[config.mk]
export PLATFORM = sky130hd
export DESIGN_NAME = sync_fifo_fwft
export DESIGN_NICKNAME = d
export VERILOG_FILES = /design/src/rtl/fifo_pkg.sv /design/src/rtl/sync_fifo_ptr.sv /design/src/rtl/sync_fifo_fwft.sv
export SDC_FILE = /design/constraint.sdc
export NUM_CORES = 1
export LEC_CHECK = 0
export ABC_CLOCK_PERIOD_IN_PS = 7450
export BUFFER_PORTS_ARGS = -buffer_cell sky130_fd_sc_hd__buf_2
export CORE_MARGIN = 2
export CORE_UTILIZATION = 46
export CTS_CLUSTER_DIAMETER = 150
export DETAILED_ROUTE_END_ITERATION = 8
export PLACE_DENSITY = 0.69
export SLEW_MARGIN = 20
export SYNTH_ARGS = -nofsm -noshare
export SYNTH_HDL_FRONTEND = slang
export SYNTH_SLANG_ARGS = --single-unit
[constraint.sdc]
create_clock -name clk -period 7.45 [get_ports clk]
set_input_delay 0.3725 -clock clk [delete_from_list [all_inputs] [get_ports clk]]
set_output_delay 0.3725 -clock clk [all_outputs]
set_load 0.01 [all_outputs]
[src/rtl/fifo_pkg.sv]
// Shared helpers for the FWFT FIFO slice: constant-width functions used at elaboration.
package fifo_pkg;

  function automatic int unsigned clog2(input int unsigned value);
    int unsigned result;
    int unsigned rem;
    result = 0;
    rem    = (value > 0) ? value - 1 : 0;
    while (rem > 0) begin
      result++;
      rem = rem >> 1;
    end
    return result;
  endfunction

  // Level counters need one extra bit so that a completely full FIFO is representable.
  function automatic int unsigned level_width(input int unsigned addr_width);
    return addr_width + 1;
  endfunction

endpackage

[src/rtl/sync_fifo_ptr.sv]
// Pointer, occupancy and flag bookkeeping for sync_fifo_fwft; drives RAM write/read enables.
module sync_fifo_ptr
  import fifo_pkg::*;
#(
  parameter int unsigned ADDR_WIDTH = 4,
  parameter int unsigned AF_LEVEL   = (1 << ADDR_WIDTH) - 2,
  parameter int unsigned AE_LEVEL   = 1
) (
  input  logic                  clk,
  input  logic                  rst,
  input  logic                  flush,
  input  logic                  wr_en,
  input  logic                  rd_en,
  output logic                  we,
  output logic [ADDR_WIDTH-1:0] waddr,
  output logic                  re,
  output logic [ADDR_WIDTH-1:0] raddr,
  output logic                  head_valid,
  output logic                  full,
  output logic                  almost_full,
  output logic                  almost_empty,
  output logic [ADDR_WIDTH:0]   level,
  output logic                  overflow,
  output logic                  underflow
);

  localparam int unsigned LW    = level_width(ADDR_WIDTH);
  localparam int unsigned DEPTH = 1 << ADDR_WIDTH;

  localparam logic [LW-1:0] LvlFull = LW'(DEPTH);
  localparam logic [LW-1:0] LvlAf   = LW'(AF_LEVEL);
  localparam logic [LW-1:0] LvlAe   = LW'(AE_LEVEL);

  logic [ADDR_WIDTH-1:0] wptr_q, wptr_d, rptr_q, rptr_d;
  logic [LW-1:0]         ram_cnt_q, ram_cnt_d, level_q, level_d;
  logic                  head_valid_q, head_valid_d;
  logic                  full_q, full_d, af_q, af_d, ae_q, ae_d;
  logic                  ovf_q, ovf_d, unf_q, unf_d;
  logic                  push, pop, refill;

  always_comb begin
    push   = wr_en && !full_q;
    pop    = rd_en && head_valid_q;
    // The head register is reloaded whenever it is empty or being consumed.
    refill = (ram_cnt_q != '0) && (!head_valid_q || pop);

    wptr_d       = push ? wptr_q + ADDR_WIDTH'(1) : wptr_q;
    rptr_d       = refill ? rptr_q + ADDR_WIDTH'(1) : rptr_q;
    ram_cnt_d    = ram_cnt_q + LW'(push) - LW'(refill);
    head_valid_d = refill || (head_valid_q && !pop);
    level_d      = level_q + LW'(push) - LW'(pop);
    ovf_d        = wr_en && full_q;
    unf_d        = rd_en && !head_valid_q;

    if (flush) begin
      wptr_d       = '0;
      rptr_d       = '0;
      ram_cnt_d    = '0;
      head_valid_d = 1'b0;
      level_d      = '0;
      ovf_d        = 1'b0;
      unf_d        = 1'b0;
    end

    full_d = (level_d == LvlFull);
    af_d   = (level_d >= LvlAf);
    ae_d   = (level_d <= LvlAe);
  end

  always_ff @(posedge clk or posedge rst) begin
    if (rst) begin
      wptr_q       <= '0;
      rptr_q       <= '0;
      ram_cnt_q    <= '0;
      level_q      <= '0;
      head_valid_q <= 1'b0;
      full_q       <= 1'b0;
      af_q         <= (AF_LEVEL == 0);
      ae_q         <= 1'b1;
      ovf_q        <= 1'b0;
      unf_q        <= 1'b0;
    end else begin
      wptr_q       <= wptr_d;
      rptr_q       <= rptr_d;
      ram_cnt_q    <= ram_cnt_d;
      level_q      <= level_d;
      head_valid_q <= head_valid_d;
      full_q       <= full_d;
      af_q         <= af_d;
      ae_q         <= ae_d;
      ovf_q        <= ovf_d;
      unf_q        <= unf_d;
    end
  end

  assign we           = push && !flush;
  assign re           = refill && !flush;
  assign waddr        = wptr_q;
  assign raddr        = rptr_q;
  assign head_valid   = head_valid_q;
  assign full         = full_q;
  assign almost_full  = af_q;
  assign almost_empty = ae_q;
  assign level        = level_q;
  assign overflow     = ovf_q;
  assign underflow    = unf_q;

endmodule

[src/rtl/sync_fifo_fwft.sv]
// Single-clock first-word-fall-through FIFO: RAM array plus registered head word.
module sync_fifo_fwft
  import fifo_pkg::*;
#(
  parameter int unsigned DATA_WIDTH = 32,
  parameter int unsigned ADDR_WIDTH = 4,
  parameter int unsigned AF_LEVEL   = (1 << ADDR_WIDTH) - 2,
  parameter int unsigned AE_LEVEL   = 1
) (
  input  logic                  clk,
  input  logic                  rst,
  input  logic                  flush,
  input  logic                  wr_en,
  input  logic [DATA_WIDTH-1:0] wr_data,
  output logic                  full,
  output logic                  almost_full,
  input  logic                  rd_en,
  output logic [DATA_WIDTH-1:0] rd_data,
  output logic                  empty,
  output logic                  almost_empty,
  output logic [ADDR_WIDTH:0]   level,
  output logic                  overflow,
  output logic                  underflow
);

  localparam int unsigned DEPTH = 1 << ADDR_WIDTH;

  if (AF_LEVEL < 1 || AF_LEVEL > DEPTH) begin : g_bad_af_level
    $error("sync_fifo_fwft: AF_LEVEL must lie in 1..DEPTH");
  end
  if (AE_LEVEL > DEPTH - 1) begin : g_bad_ae_level
    $error("sync_fifo_fwft: AE_LEVEL must lie in 0..DEPTH-1");
  end
  if (clog2(DEPTH) != ADDR_WIDTH) begin : g_bad_depth
    $error("sync_fifo_fwft: DEPTH does not match ADDR_WIDTH");
  end

  logic [DATA_WIDTH-1:0] mem [DEPTH];
  logic [DATA_WIDTH-1:0] head_q;
  logic [ADDR_WIDTH-1:0] waddr, raddr;
  logic                  we, re, head_valid;

  sync_fifo_ptr #(
    .ADDR_WIDTH (ADDR_WIDTH),
    .AF_LEVEL   (AF_LEVEL),
    .AE_LEVEL   (AE_LEVEL)
  ) u_ptr (
    .clk          (clk),
    .rst          (rst),
    .flush        (flush),
    .wr_en        (wr_en),
    .rd_en        (rd_en),
    .we           (we),
    .waddr        (waddr),
    .re           (re),
    .raddr        (raddr),
    .head_valid   (head_valid),
    .full         (full),
    .almost_full  (almost_full),
    .almost_empty (almost_empty),
    .level        (level),
    .overflow     (overflow),
    .underflow    (underflow)
  );

  always_ff @(posedge clk) begin
    if (we) begin
      mem[waddr] <= wr_data;
    end
  end

  // Registered RAM read port doubles as the head-of-queue register.
  always_ff @(posedge clk or posedge rst) begin
    if (rst) begin
      head_q <= '0;
    end else if (flush) begin
      head_q <= '0;
    end else if (re) begin
      head_q <= mem[raddr];
    end
  end

  assign rd_data = head_q;
  assign empty   = !head_valid;

endmodule

==> results.txt <==
The final sum of negative setup slack came out at 0 ns. The clock insertion delay at the later pin of the skew report came out at 0.61 ns. The number of failing hold endpoints at the final stage was 0. The worst vdd rail ir drop came out at 214 µV. The remaining max-slew budget at the tightest pin is 0.289.

The number of distinct library cells after synthesis is 39. The post-cts repair resize count came out at 0. The initial antenna violation count came out at 0. The count of final max-slew check failures is 0.

Data on the critical path is required at its endpoint by about 7.7 ns. In this run the most used layer during global routing was met2. The net switching power of the design is 2.15 mW. The CTS tree is yes.

The count of buffers added by post-CTS timing repair for setup is 0. The count of vias placed by the detailed router came out at 10100. The highest attainable clock frequency came out at 0.331 GHz. The routed wire length per instance came out at 24.8 µm.

The number of setup violations in the final report is 0. The starting utilization of the core area came out at 0.469. The flip-flop and latch count after synthesis is 568.

For this design the top-level I/O count stands at 80. The weighted congestion reported at the end of routability-driven placement is 0.722. The static leakage power came out at 8.04 nW. The minimum period implied by the final worst setup slack came out at 3.02 ns. The final standard cell count with taps included and fillers excluded came out at between 1500 and 2000. The routed wire length is 43500 µm.

The share of total power dissipated in sequential elements is 0.473. The layout overhead on the synthesized area is 12.9%. STA classifies the critical path endpoint as a register.

At the end of the flow, the number of nets in the layout was 1159. In this run the cell area measured after placement is roughly 0.023 mm². Fill cells in the final layout number 3586.

The share of total power dissipated in the clock network is 0.334. The slowest stage of the critical path is the nor2_4 cell. For this block, the initial DRC count from the detailed router was about 920. The met2 demand-to-capacity share in global routing came out at 0.295. For this run, the detailed router's first-pass iteration total came to 5. The residual overflow from global routing is 0. The buffer and inverter count on the worst path is 3. The type of the worst min-delay path is in2async. In the final layout, the share of cells above drive strength 1 is 0.284. The maximum cell stage delay along the critical path came out at 0.73 ns.

The flow ran to the end, and the final reports show no timing, DRC or antenna violations. The power per unit of standard cell area came out at 330 mW/mm². The worst setup skew after layout came out at 0.0141 ns.

Of the synthesized area, sequential elements account for 0.766. The maximum number of pins on one net before global-route repair is a little under 100. The max-capacitance violation count is 0. After clock tree synthesis, the clock-pin slew on the worst setup and hold paths is 0.06 ns. CTS placed an instance of clkbuf_16 at the clock tree root. The wire length of the first global-routing pass came out at 66600 µm. The internal portion of total power is between 6 and 7 mW. The H-tree was split into 2 levels.

The total number of yosys warnings came out at 0. The critical path goes through dlygate4sd3_1 -> buf_2 -> nor2b_1 -> nand3b_1 -> nor2_4 -> buf_4. The placed instance count came out at 1653. The number of hold buffers added after CTS was 1. The category of the most critical setup path is in2reg. In the global route stage, met1 resource usage came out at 0.257. Synthesis produced a netlist with a net count of between 1000 and 1500. The power consumption came out at 8.18 mW. STA classifies the critical path startpoint as a primary input.

In this run the remaining antenna-violating nets after routing total 0. The final period utilization came out at 0.406. The global router's overall resource usage came out at 0.180.

The die outline area came out at 0.0494 mm². The maximum clock path buffer count came out at 3. Counting every sink on the clock net gives between 500 and 600.

The clock buffer count from CTS is 55. The cell area that synthesis handed to floorplanning was 0.0219 mm². Among cell families on the critical path, the largest total delay comes from simple AND/OR/NAND/NOR gates. The slew of the pin with the lowest slew margin came out at 1.07 ns. The switching share of power came out at 0.262.

The synthesized area per cell is 21.8 µm². The port buffer count is between 70 and 80. The floorplan has 79 rows. The number of global-route vias before repair is 10600.

Setup repair after global routing left no endpoint under its margin. The number of remaining DRC errors is 0. The post-synthesis instance total is 1004. The maximum fanout along the worst path came out at 17. The die extent in x is approximately 220 µm. The core region is 0.0468 mm². The power share of the combinational group came out at 0.192. Once layout is done, the placed cells without fillers occupy 0.0248 mm². The worst path arrival time is 3.29 ns.

The vertical die dimension is approximately 220 µm. Dividing the detail-routed via count by the number of cells gives 5.72. The number of antenna diodes came out at 0. Detailed placement finished with a half-perimeter wire length of 22700 µm. The met3 global-route usage came out at 0.0270.
-- power by group through the flow --
| stage | registers (mW) | logic (mW) | clock network (mW) |
|---|---|---|---|
| 2_1_floorplan | 3.85 | 1.24 | 0 |
| 3_3_place_gp | 3.94 | 1.57 | 0 |
| 3_5_place_dp | 3.95 | 1.60 | 0 |
| 4_1_cts | 3.89 | 1.61 | 2.79 |
| 5_1_grt | 3.90 | 1.73 | 2.90 |
| 6_report | 3.87 | 1.57 | 2.74 |
-- worst min-delay path: cells and delay by family --
kind | cells | cell delay (ns)
buffers and inverters | 3 | 0.83
-- layer usage --
layer / routed length, µm / share of wire
met1: 19300 / 0.44
met2: 21400 / 0.49
met3: 2110 / 0.049
met4: 703 / 0.016
met5: 0 / 0
-- metrics by stage --
stage,setup slack (ns),utilization,hold slack (ns)
3_3_place_gp,4.35,0.490,0.480
3_5_place_dp,4.29,0.490,0.479
5_1_grt,4.21,0.529,0.0466
2_1_floorplan,3.80,-,0.460
4_1_cts,4.33,0.529,0.0299
6_report,4.43,0.529,0.0590
-- cell usage after synthesis, drive strengths merged --
cell / count / area [µm²]
nand2b: 5 / 31.3
dfstp: 1 / 26.3
dfrtp: 55 / 1380
clkbuf: 16 / 61.3
nand3b: 2 / 15.0
nand2: 37 / 139
nor4b: 1 / 23.8
and2: 13 / 81.3
edfxtp: 512 / 15400
nor4: 1 / 6.26
nor2b: 7 / 43.8
fa: 2 / 40.0
buf: 34 / 258
nor3: 3 / 15.0
ha: 16 / 200
xnor2: 6 / 52.6
a21oi: 9 / 56.3
mux2i: 64 / 641
nand4: 1 / 6.26
nor2: 23 / 88.8
inv: 16 / 60.1
nor3b: 1 / 7.51
nor4bb: 1 / 10.0
or3: 1 / 6.26
or4b: 1 / 10.0
mux2: 1 / 11.3
a31o: 1 / 8.76
a21o: 3 / 22.5
xor2: 5 / 43.8
a2111o: 1 / 11.3
o221ai: 32 / 280
nand3: 2 / 10.0
o21ai: 3 / 15.0
mux4: 128 / 2880
-- state kept, by name, indices dropped and copies added (netlist names) --
name                cells
mem                   512
rd_data                32
u_ptr.level             5
u_ptr.ram_cnt_q         5
u_ptr.raddr             4
u_ptr.waddr             4
u_ptr.almost_empty      1
u_ptr.almost_full       1
u_ptr.full              1
u_ptr.head_valid        1
u_ptr.overflow          1
u_ptr.underflow         1
-- final cells by class --
type                       count  area, µm²  area share
inverter                      16       60.1     0.00243
multi-input combinational    370       4810       0.194
sequential                   568      16800       0.678
timing repair buffer          93        528      0.0213
clock inverter                16        160     0.00647
tap                          607        759      0.0307
clock buffer                  87       1650      0.0665
-- kinds of logic after synthesis --
family	share of synthesized area
compound gates	0.0180
xor+xnor	0.00440
simple gates	0.0226
mux	0.161
flops	0.766
buf+inv	0.0173
fa+ha+maj	0.0110
-- worst paths after layout --
kind / start / end / slack, ns / cells after the start
max in group asynchronous: rst / u_ptr.raddr[0] / 6.73 / 3
max reg2reg: u_ptr.full / mem[8][19] / 4.43 / 4
min reg2reg: rd_data[23] / rd_data[23] / 0.49 / 2
max: wr_en / mem[8][19] / 4.43 / 6
min in group clk: rd_en / u_ptr.underflow / 0.06 / 2
min: rst / rd_data[24] / 0.06 / 3
-- placed cells by master (no fill, tap or decap), types with 3 or more instances in the layout --
cell       synthesis  routed
clkbuf_16          0      55
nand2b_1           5       5
clkbuf_8           0      15
and2_2             0       7
nor2_1            22      19
o221ai_1          32      32
buf_2             20      79
mux4_2           128     128
ha_1              16      16
dfrtp_4            0       3
nor2_4             0       3
nand2_1           37      37
clkinv_2           0       5
clkinv_1           0       5
clkbuf_1          15      17
dfrtp_1           55      52
a21o_1             3       3
xor2_1             5       5
edfxtp_1         512     512
mux2i_1           64      64
and2_4             0       5
nor2b_1            7       7
a21oi_1            8       8
buf_4              0      11
xnor2_1            6       6
inv_1             16      15
Power figures use the tool's default switching activity.
